==> src/rtl/mem_port_arbiter_if.sv <==
// ---------------------------------------------------------------------------
// mem_port_arbiter_if
// Bundles the CPU-side fetch/data handshakes and the SRAM-side signals used by
// mem_port_arbiter.
//
// Signal groups:
//   Fetch port : i_req, i_addr          (requester -> arbiter)
//                i_ready, i_rdata       (arbiter -> requester)
//   Data port  : d_req, d_we, d_addr, d_wdata (requester -> arbiter)
//                d_ready, d_rdata       (arbiter -> requester)
//   SRAM       : mem_read, mem_write, mem_addr, mem_din (arbiter -> SRAM)
//                mem_dout               (SRAM -> arbiter)
//   Status     : busy                   (arbiter -> outside)
//
// Modports:
//   master : the environment around the arbiter (CPU core plus SRAM)
//   slave  : the arbiter itself
// ---------------------------------------------------------------------------
interface mem_port_arbiter_if #(
    parameter int AddrWidth = 32,
    parameter int DataWidth = 32
);
    logic                     i_req;
    logic [AddrWidth-1:0]     i_addr;
    logic                     i_ready;
    logic [DataWidth-1:0]     i_rdata;

    logic                     d_req;
    logic [DataWidth/8-1:0]   d_we;
    logic [AddrWidth-1:0]     d_addr;
    logic [DataWidth-1:0]     d_wdata;
    logic                     d_ready;
    logic [DataWidth-1:0]     d_rdata;

    logic                     mem_read;
    logic [DataWidth/8-1:0]   mem_write;
    logic [AddrWidth-1:0]     mem_addr;
    logic [DataWidth-1:0]     mem_din;
    logic [DataWidth-1:0]     mem_dout;

    logic                     busy;

    modport master (
        output i_req, i_addr, d_req, d_we, d_addr, d_wdata, mem_dout,
        input  i_ready, i_rdata, d_ready, d_rdata,
        input  mem_read, mem_write, mem_addr, mem_din, busy
    );

    modport slave (
        input  i_req, i_addr, d_req, d_we, d_addr, d_wdata, mem_dout,
        output i_ready, i_rdata, d_ready, d_rdata,
        output mem_read, mem_write, mem_addr, mem_din, busy
    );
endinterface

==> src/rtl/mem_port_arbiter.sv <==
// ---------------------------------------------------------------------------
// mem_port_arbiter
// Shares one single-ported unified SRAM between the instruction-fetch port and
// the data (load/store) port. One transaction is outstanding at a time: the
// winner's request is latched in IDLE, driven to the SRAM for MEM_LATENCY
// ACCESS cycles, and answered with a one-cycle ready pulse in RESP.
// The data port has priority, but after STARVE_LIMIT consecutive data grants
// with a fetch waiting, the fetch is served.
//
// Ports:
//   clk  : clock, all state updates on the rising edge
//   rst  : synchronous active-low reset
//   bus  : mem_port_arbiter_if.slave (fetch port, data port, SRAM, busy)
//
// Parameters:
//   AddrWidth    : address width of both requesters and the SRAM
//   DataWidth    : data width, byte strobes are DataWidth/8 wide
//   MEM_LATENCY  : ACCESS cycles per transaction (1..7)
//   STARVE_LIMIT : max consecutive data grants while a fetch waits (1..15)
// ---------------------------------------------------------------------------
module mem_port_arbiter #(
    parameter int AddrWidth    = 32,
    parameter int DataWidth    = 32,
    parameter int MEM_LATENCY  = 2,
    parameter int STARVE_LIMIT = 3
) (
    input  logic               clk,
    input  logic               rst,
    mem_port_arbiter_if.slave  bus
);

    localparam int StrbWidth = DataWidth / 8;

    localparam logic [2:0] CntLast   = 3'(MEM_LATENCY - 1);
    localparam logic [3:0] StreakMax = 4'(STARVE_LIMIT);

    typedef enum logic [1:0] {
        IDLE,
        ACCESS,
        RESP
    } state_t;

    state_t                 state, state_next;
    logic [2:0]             cnt, cnt_next;
    logic [3:0]             streak, streak_next;
    // owner: 0 = fetch port, 1 = data port
    logic                   owner, owner_next;
    logic [AddrWidth-1:0]   addr_q, addr_next;
    logic [StrbWidth-1:0]   we_q, we_next;
    logic [DataWidth-1:0]   wdata_q, wdata_next;
    logic [DataWidth-1:0]   rdata_q, rdata_next;

    logic                   grant_d;
    logic                   grant_i;
    logic                   in_access;
    logic                   in_resp;

    // Data wins unless a fetch is waiting and the data streak has hit its limit.
    always_comb begin
        grant_d = bus.d_req && !(bus.i_req && (streak == StreakMax));
        grant_i = bus.i_req && !grant_d;
    end

    always_comb begin
        state_next  = state;
        cnt_next    = cnt;
        streak_next = streak;
        owner_next  = owner;
        addr_next   = addr_q;
        we_next     = we_q;
        wdata_next  = wdata_q;
        rdata_next  = rdata_q;

        case (state)
            IDLE: begin
                if (grant_d) begin
                    owner_next = 1'b1;
                    addr_next  = bus.d_addr;
                    we_next    = bus.d_we;
                    wdata_next = bus.d_wdata;
                    cnt_next   = 3'd0;
                    state_next = ACCESS;
                    if (bus.i_req) begin
                        streak_next = (streak == StreakMax) ? StreakMax : streak + 4'd1;
                    end else begin
                        streak_next = 4'd0;
                    end
                end else if (grant_i) begin
                    // A fetch is a plain read; store fields are cleared.
                    owner_next  = 1'b0;
                    addr_next   = bus.i_addr;
                    we_next     = '0;
                    wdata_next  = '0;
                    cnt_next    = 3'd0;
                    state_next  = ACCESS;
                    streak_next = 4'd0;
                end
            end

            ACCESS: begin
                cnt_next = cnt + 3'd1;
                if (cnt == CntLast) begin
                    // mem_dout is valid at the edge that ends the last ACCESS cycle.
                    rdata_next = (we_q == '0) ? bus.mem_dout : '0;
                    state_next = RESP;
                end
            end

            RESP: begin
                state_next = IDLE;
            end

            default: begin
                state_next = IDLE;
            end
        endcase
    end

    always_ff @(posedge clk) begin
        if (!rst) begin
            state   <= IDLE;
            cnt     <= 3'd0;
            streak  <= 4'd0;
            owner   <= 1'b0;
            addr_q  <= '0;
            we_q    <= '0;
            wdata_q <= '0;
            rdata_q <= '0;
        end else begin
            state   <= state_next;
            cnt     <= cnt_next;
            streak  <= streak_next;
            owner   <= owner_next;
            addr_q  <= addr_next;
            we_q    <= we_next;
            wdata_q <= wdata_next;
            rdata_q <= rdata_next;
        end
    end

    // Outputs decode from state only; rst gates them so the SRAM and the
    // requesters see nothing from a transaction that is being dropped.
    always_comb begin
        in_access = rst && (state == ACCESS);
        in_resp   = rst && (state == RESP);

        bus.mem_read  = in_access && (we_q == '0);
        bus.mem_write = in_access ? we_q    : '0;
        bus.mem_addr  = in_access ? addr_q  : '0;
        bus.mem_din   = in_access ? wdata_q : '0;

        bus.i_ready = in_resp && !owner;
        bus.d_ready = in_resp && owner;
        bus.i_rdata = (in_resp && !owner) ? rdata_q : '0;
        bus.d_rdata = (in_resp && owner)  ? rdata_q : '0;

        bus.busy = in_access || in_resp;
    end

endmodule

==> src/flat_wrapper.sv <==
// flat-port wrapper written by rule: the top's interface ports become plain ports
module mem_port_arbiter_flat 
#(
    parameter int AddrWidth    = 32,
    parameter int DataWidth    = 32,
    parameter int MEM_LATENCY  = 2,
    parameter int STARVE_LIMIT = 3
)
  (clk, rst, bus_i_req, bus_i_addr, bus_d_req, bus_d_we, bus_d_addr, bus_d_wdata, bus_mem_dout, bus_i_ready, bus_i_rdata, bus_d_ready, bus_d_rdata, bus_mem_read, bus_mem_write, bus_mem_addr, bus_mem_din, bus_busy);
  mem_port_arbiter_if #(.AddrWidth(AddrWidth), .DataWidth(DataWidth)) bus_i ();
  input  logic clk;
  input  logic rst;
  input wire logic [$bits(bus_i.i_req)-1:0] bus_i_req;
  input wire logic [$bits(bus_i.i_addr)-1:0] bus_i_addr;
  input wire logic [$bits(bus_i.d_req)-1:0] bus_d_req;
  input wire logic [$bits(bus_i.d_we)-1:0] bus_d_we;
  input wire logic [$bits(bus_i.d_addr)-1:0] bus_d_addr;
  input wire logic [$bits(bus_i.d_wdata)-1:0] bus_d_wdata;
  input wire logic [$bits(bus_i.mem_dout)-1:0] bus_mem_dout;
  output wire logic [$bits(bus_i.i_ready)-1:0] bus_i_ready;
  output wire logic [$bits(bus_i.i_rdata)-1:0] bus_i_rdata;
  output wire logic [$bits(bus_i.d_ready)-1:0] bus_d_ready;
  output wire logic [$bits(bus_i.d_rdata)-1:0] bus_d_rdata;
  output wire logic [$bits(bus_i.mem_read)-1:0] bus_mem_read;
  output wire logic [$bits(bus_i.mem_write)-1:0] bus_mem_write;
  output wire logic [$bits(bus_i.mem_addr)-1:0] bus_mem_addr;
  output wire logic [$bits(bus_i.mem_din)-1:0] bus_mem_din;
  output wire logic [$bits(bus_i.busy)-1:0] bus_busy;
  assign bus_i.i_req = bus_i_req;
  assign bus_i.i_addr = bus_i_addr;
  assign bus_i.d_req = bus_d_req;
  assign bus_i.d_we = bus_d_we;
  assign bus_i.d_addr = bus_d_addr;
  assign bus_i.d_wdata = bus_d_wdata;
  assign bus_i.mem_dout = bus_mem_dout;
  assign bus_i_ready = bus_i.i_ready;
  assign bus_i_rdata = bus_i.i_rdata;
  assign bus_d_ready = bus_i.d_ready;
  assign bus_d_rdata = bus_i.d_rdata;
  assign bus_mem_read = bus_i.mem_read;
  assign bus_mem_write = bus_i.mem_write;
  assign bus_mem_addr = bus_i.mem_addr;
  assign bus_mem_din = bus_i.mem_din;
  assign bus_busy = bus_i.busy;
  mem_port_arbiter #(.AddrWidth(AddrWidth), .DataWidth(DataWidth), .MEM_LATENCY(MEM_LATENCY), .STARVE_LIMIT(STARVE_LIMIT)) u_core (.clk(clk), .rst(rst), .bus(bus_i));
endmodule
==> config.mk <==
export PLATFORM = sky130hd
export DESIGN_NAME = mem_port_arbiter_flat
export DESIGN_NICKNAME = d
export VERILOG_FILES = /design/src/rtl/mem_port_arbiter_if.sv /design/src/rtl/mem_port_arbiter.sv /design/src/flat_wrapper.sv
export SDC_FILE = /design/constraint.sdc
export NUM_CORES = 1
export LEC_CHECK = 0
export CAP_MARGIN = 20
export CORE_AREA = 2 2 104 106
export DETAILED_ROUTE_END_ITERATION = 7
export DIE_AREA = 0 0 106 108
export DONT_BUFFER_PORTS = 1
export MAX_ROUTING_LAYER = met4
export RECOVER_POWER = 25
export SETUP_SLACK_MARGIN = 0.15
export SLEW_MARGIN = 20
export SYNTH_ARGS = -nofsm -noshare
export SYNTH_HDL_FRONTEND = slang
export SYNTH_SLANG_ARGS = --single-unit
==> constraint.sdc <==
create_clock -name clk -period 3.5 [get_ports clk]
set_input_delay 0.525 -clock clk [delete_from_list [all_inputs] [get_ports clk]]
set_output_delay 0.525 -clock clk [all_outputs]
set_load 0.01 [all_outputs]
==> impl_results.md <==
- Worst path cell trace: nor2_1, nand3_1, buf_4, nor2_1, a22o_2
- Worst EP arrival: 3.22 ns
- Post-Synth Adder-Cell Area: 0.007339
- Synth cell count leaders: dfxtp_1 (110), nand2_1 (80), and3_1 (71), and2_1 (65), a21oi_1 (45)
- Count leader, synth: dfxtp_1
- Synth Cell Area: 5115 um2
- CTS tree: yes
- Most frequent CP cell: nor2_1
- DRT Wirelength: 13.08 mm
- Leak: 2.255 nW
- Largest family of logic cells by synthesized area: simple AND/OR/NAND/NOR gates
- First-pass GRT wire length: 19.75 mm
- GPL Wtd Cong: 0.7858
- Later-pin clock latency in the skew report: 0.37 ns
- Die X: 106 um
- Total gr overflow: 0
- Crit. Startpoint: u_core.state[1]
- Vias in the first global route: 3766
- CP peak stage delay: 1.39 ns
- Layout Cell Area excl Fill: 5314 um2
- Post-cts sizing count: 0
- Post-synthesis compound-gate area fraction: 0.1397
- Top cell type's share of synthesized area: 0.4305
- Detailed Routing Iterations Pass 1: 4
- Dpl ws: 1.072 ns
- Final clock skew: 0.01343 ns
- Violated checks: max-capacitance violations, max-slew violations
- HP Start: bus_d_wdata[12]
- Leading area contributor after synthesis: dfxtp_1
- Final Setup Violations: 0
- Area Overhead vs Synth: 3.889%
- Max Fanout on Critical Path: 33
- WL/cell: 18.48 um
- Hold Crit Endpoint: u_core.wdata_q[12]
- Post-synthesis cell count: 602
- Setup tns final: 0 ns
- CTS root buffer: clkbuf_8
- Postcts setup bufs: 0
- Status: finished, violations left
- Final WS setup: 0.5921 ns
- Vias/cell: 5.846
- Capture point of the worst reg-to-reg path: u_core.wdata_q[21]
- Hold Crit Depth: 1
- Cell Count, Final, Fillers Out: 708
- All-Layer GR Usage: 0.2220
- Largest net degree at the start of global routing: 77
- Class of the worst hold path: input port to flop
- Maxcap violations: 2
- Ys flop type: dfxtp_1
- Residual DRC: 0
- Final worst path period need: 2.908 ns
- Num CTS Buffers: 9
- Maximum clock rate: 343.9 MHz
- Die area: 11450 um2
- WHS: 0.2823 ns
- Nets@finish: 706
- Synth top area cells: dfxtp_1 (43%), and3_1 (8.7%), and2_1 (8.0%)
- Fin crit share: 0.8308
- Sequential fraction of the synthesis area: 0.4305
- Worst slew pin tran: 1.845 ns
- Core area: 10230 um2
- Die Y: 108 um
- Syn_area_per_cell: 8.497 um2
- WP data required: 3.81 ns
- Dpl hpwl: 8.930 mm
- Port Buffer Count: 0
- Antenna cells: 0
- DR vias: 4139
- Max-slew violations: 62
- Final Hold Fails: 0
- Initial DRC count: 275
- Inst Count DP: 692
- CP max-delay cell: nor2_1
- CTS H-tree depth: 3
- Share of cells above drive strength 1: 0.08392
- Synth Area in Simple Gates: 0.3033
- Startpoint Class: flop
- Worst r2r src: u_core.state[1]
- Crit end category: flop
- Headroom to the max-slew limit: -0.2345
- Yosys warning count: 0
- Hold buffers post-CTS: 0
- Post-synth EDFFs: 0
- Final ANT Viol Nets: 0
- Worst VDD drop: 0.0001987 V
- Flops & latches, synth: 110
- Asr flop ratio synth: 0
- Yosys cell types: 40
- I/O Pins: 272
- Post-Synth XOR/XNOR Area: 0.001712
- Clock sink count: 110
- WS Path Type: flop to flop
- Initial antenna violation count: 0
- R2R setup slack: 0.59 ns
- Initial Util: 0.4999
- Synthesized Nets: 741
- Clock Path Buffers: 2
- Worst r2r path cells: 5
- Power per cell area: 472.0 nW/um2
- RSZ-0062 raised after global routing: false
- Reg clk slew, reported paths: 0.11 ns
- Fraction of synthesized area in multiplexers: 0.06262
- Num rows: 37
- Placed Area: 5106 um2
final cells by class:
type / count / area, um2
inverter: 2 / 7.507
multi-input combinational: 435 / 2644
tap: 136 / 170.2
clock buffer: 9 / 123.9
sequential: 110 / 2202
fill: 1008 / 4917
timing repair buffer: 9 / 65.06
clock inverter: 7 / 101.3
through the flow:
step	power [mW]	utilization
finish	2.508	0.5194
global route	2.632	0.5194
CTS	2.541	0.5211
detailed placement	1.688	0.4991
global placement	1.680	0.4991
floorplan	1.632	-
registers in the layout, summed over array words and instances (netlist names):
name and flops:
u_core.we_q 4, u_core.rdata_q 32, u_core.owner 1, u_core.streak 4, u_core.addr_q 32, u_core.state 2
u_core.wdata_q 32, u_core.cnt 3
power breakdown:
part	internal, mW	leakage (nW)	switching, mW	total [mW]
Sequential	1.33	0.898	0.0437	1.37
Combinational	0.0969	1.25	0.186	0.283
Clock	0.412	0.112	0.442	0.854
Total	1.84	2.25	0.672	2.51
logic make-up (layout without fill, tap and decap cells):
group / count (synthesis) / count (layout)
xor+xnor: 1 / 1
compound gates: 114 / 114
flops: 110 / 110
mux: 32 / 32
buf+inv: 57 / 27
simple gates: 285 / 285
fa+ha+maj: 3 / 3
layer usage:
layer  up-vias  routed length (um)  global-route usage
met1      1923                5455              0.2709
met4         0                 240             0.07707
li1       1998                   -                   -
met5         -                   0                   -
met2       200                6330              0.3659
met3        18                1055             0.04822
worst max-delay path, delay by kind of cell, from the launching register on:
kind	cells	cell delay [ns]
compound gates	1	0.35
buf+inv	1	0.25
simple gates	3	1.85
flops	1	0.41
worst max-delay path by stage:
stage | to | slack, ns | depth (start not counted)
6_report | u_core.wdata_q[21] | 0.59 | 5
2_1_floorplan | bus_i_rdata[10] | 1.70 | 5
4_1_cts | bus_i_rdata[30] | 0.67 | 4
3_3_place_gp | bus_d_rdata[10] | 1.20 | 3
5_1_grt | u_core.wdata_q[1] | 0.29 | 5
3_5_place_dp | bus_i_rdata[30] | 1.07 | 4
cell usage in the layout (no fill, tap or decap), drive strengths merged, types with 3 or more instances in the layout:
master	instances
a22o	26
ha	3
buf	8
mux2i	32
nor3	3
clkbuf	10
nor2	8
and2	65
inv	5
dfxtp	110
nand2b	3
o21ai	37
and3	71
nand2	80
a21oi	46
nand3	43
No activity file was read; power rests on OpenSTA's default activity.
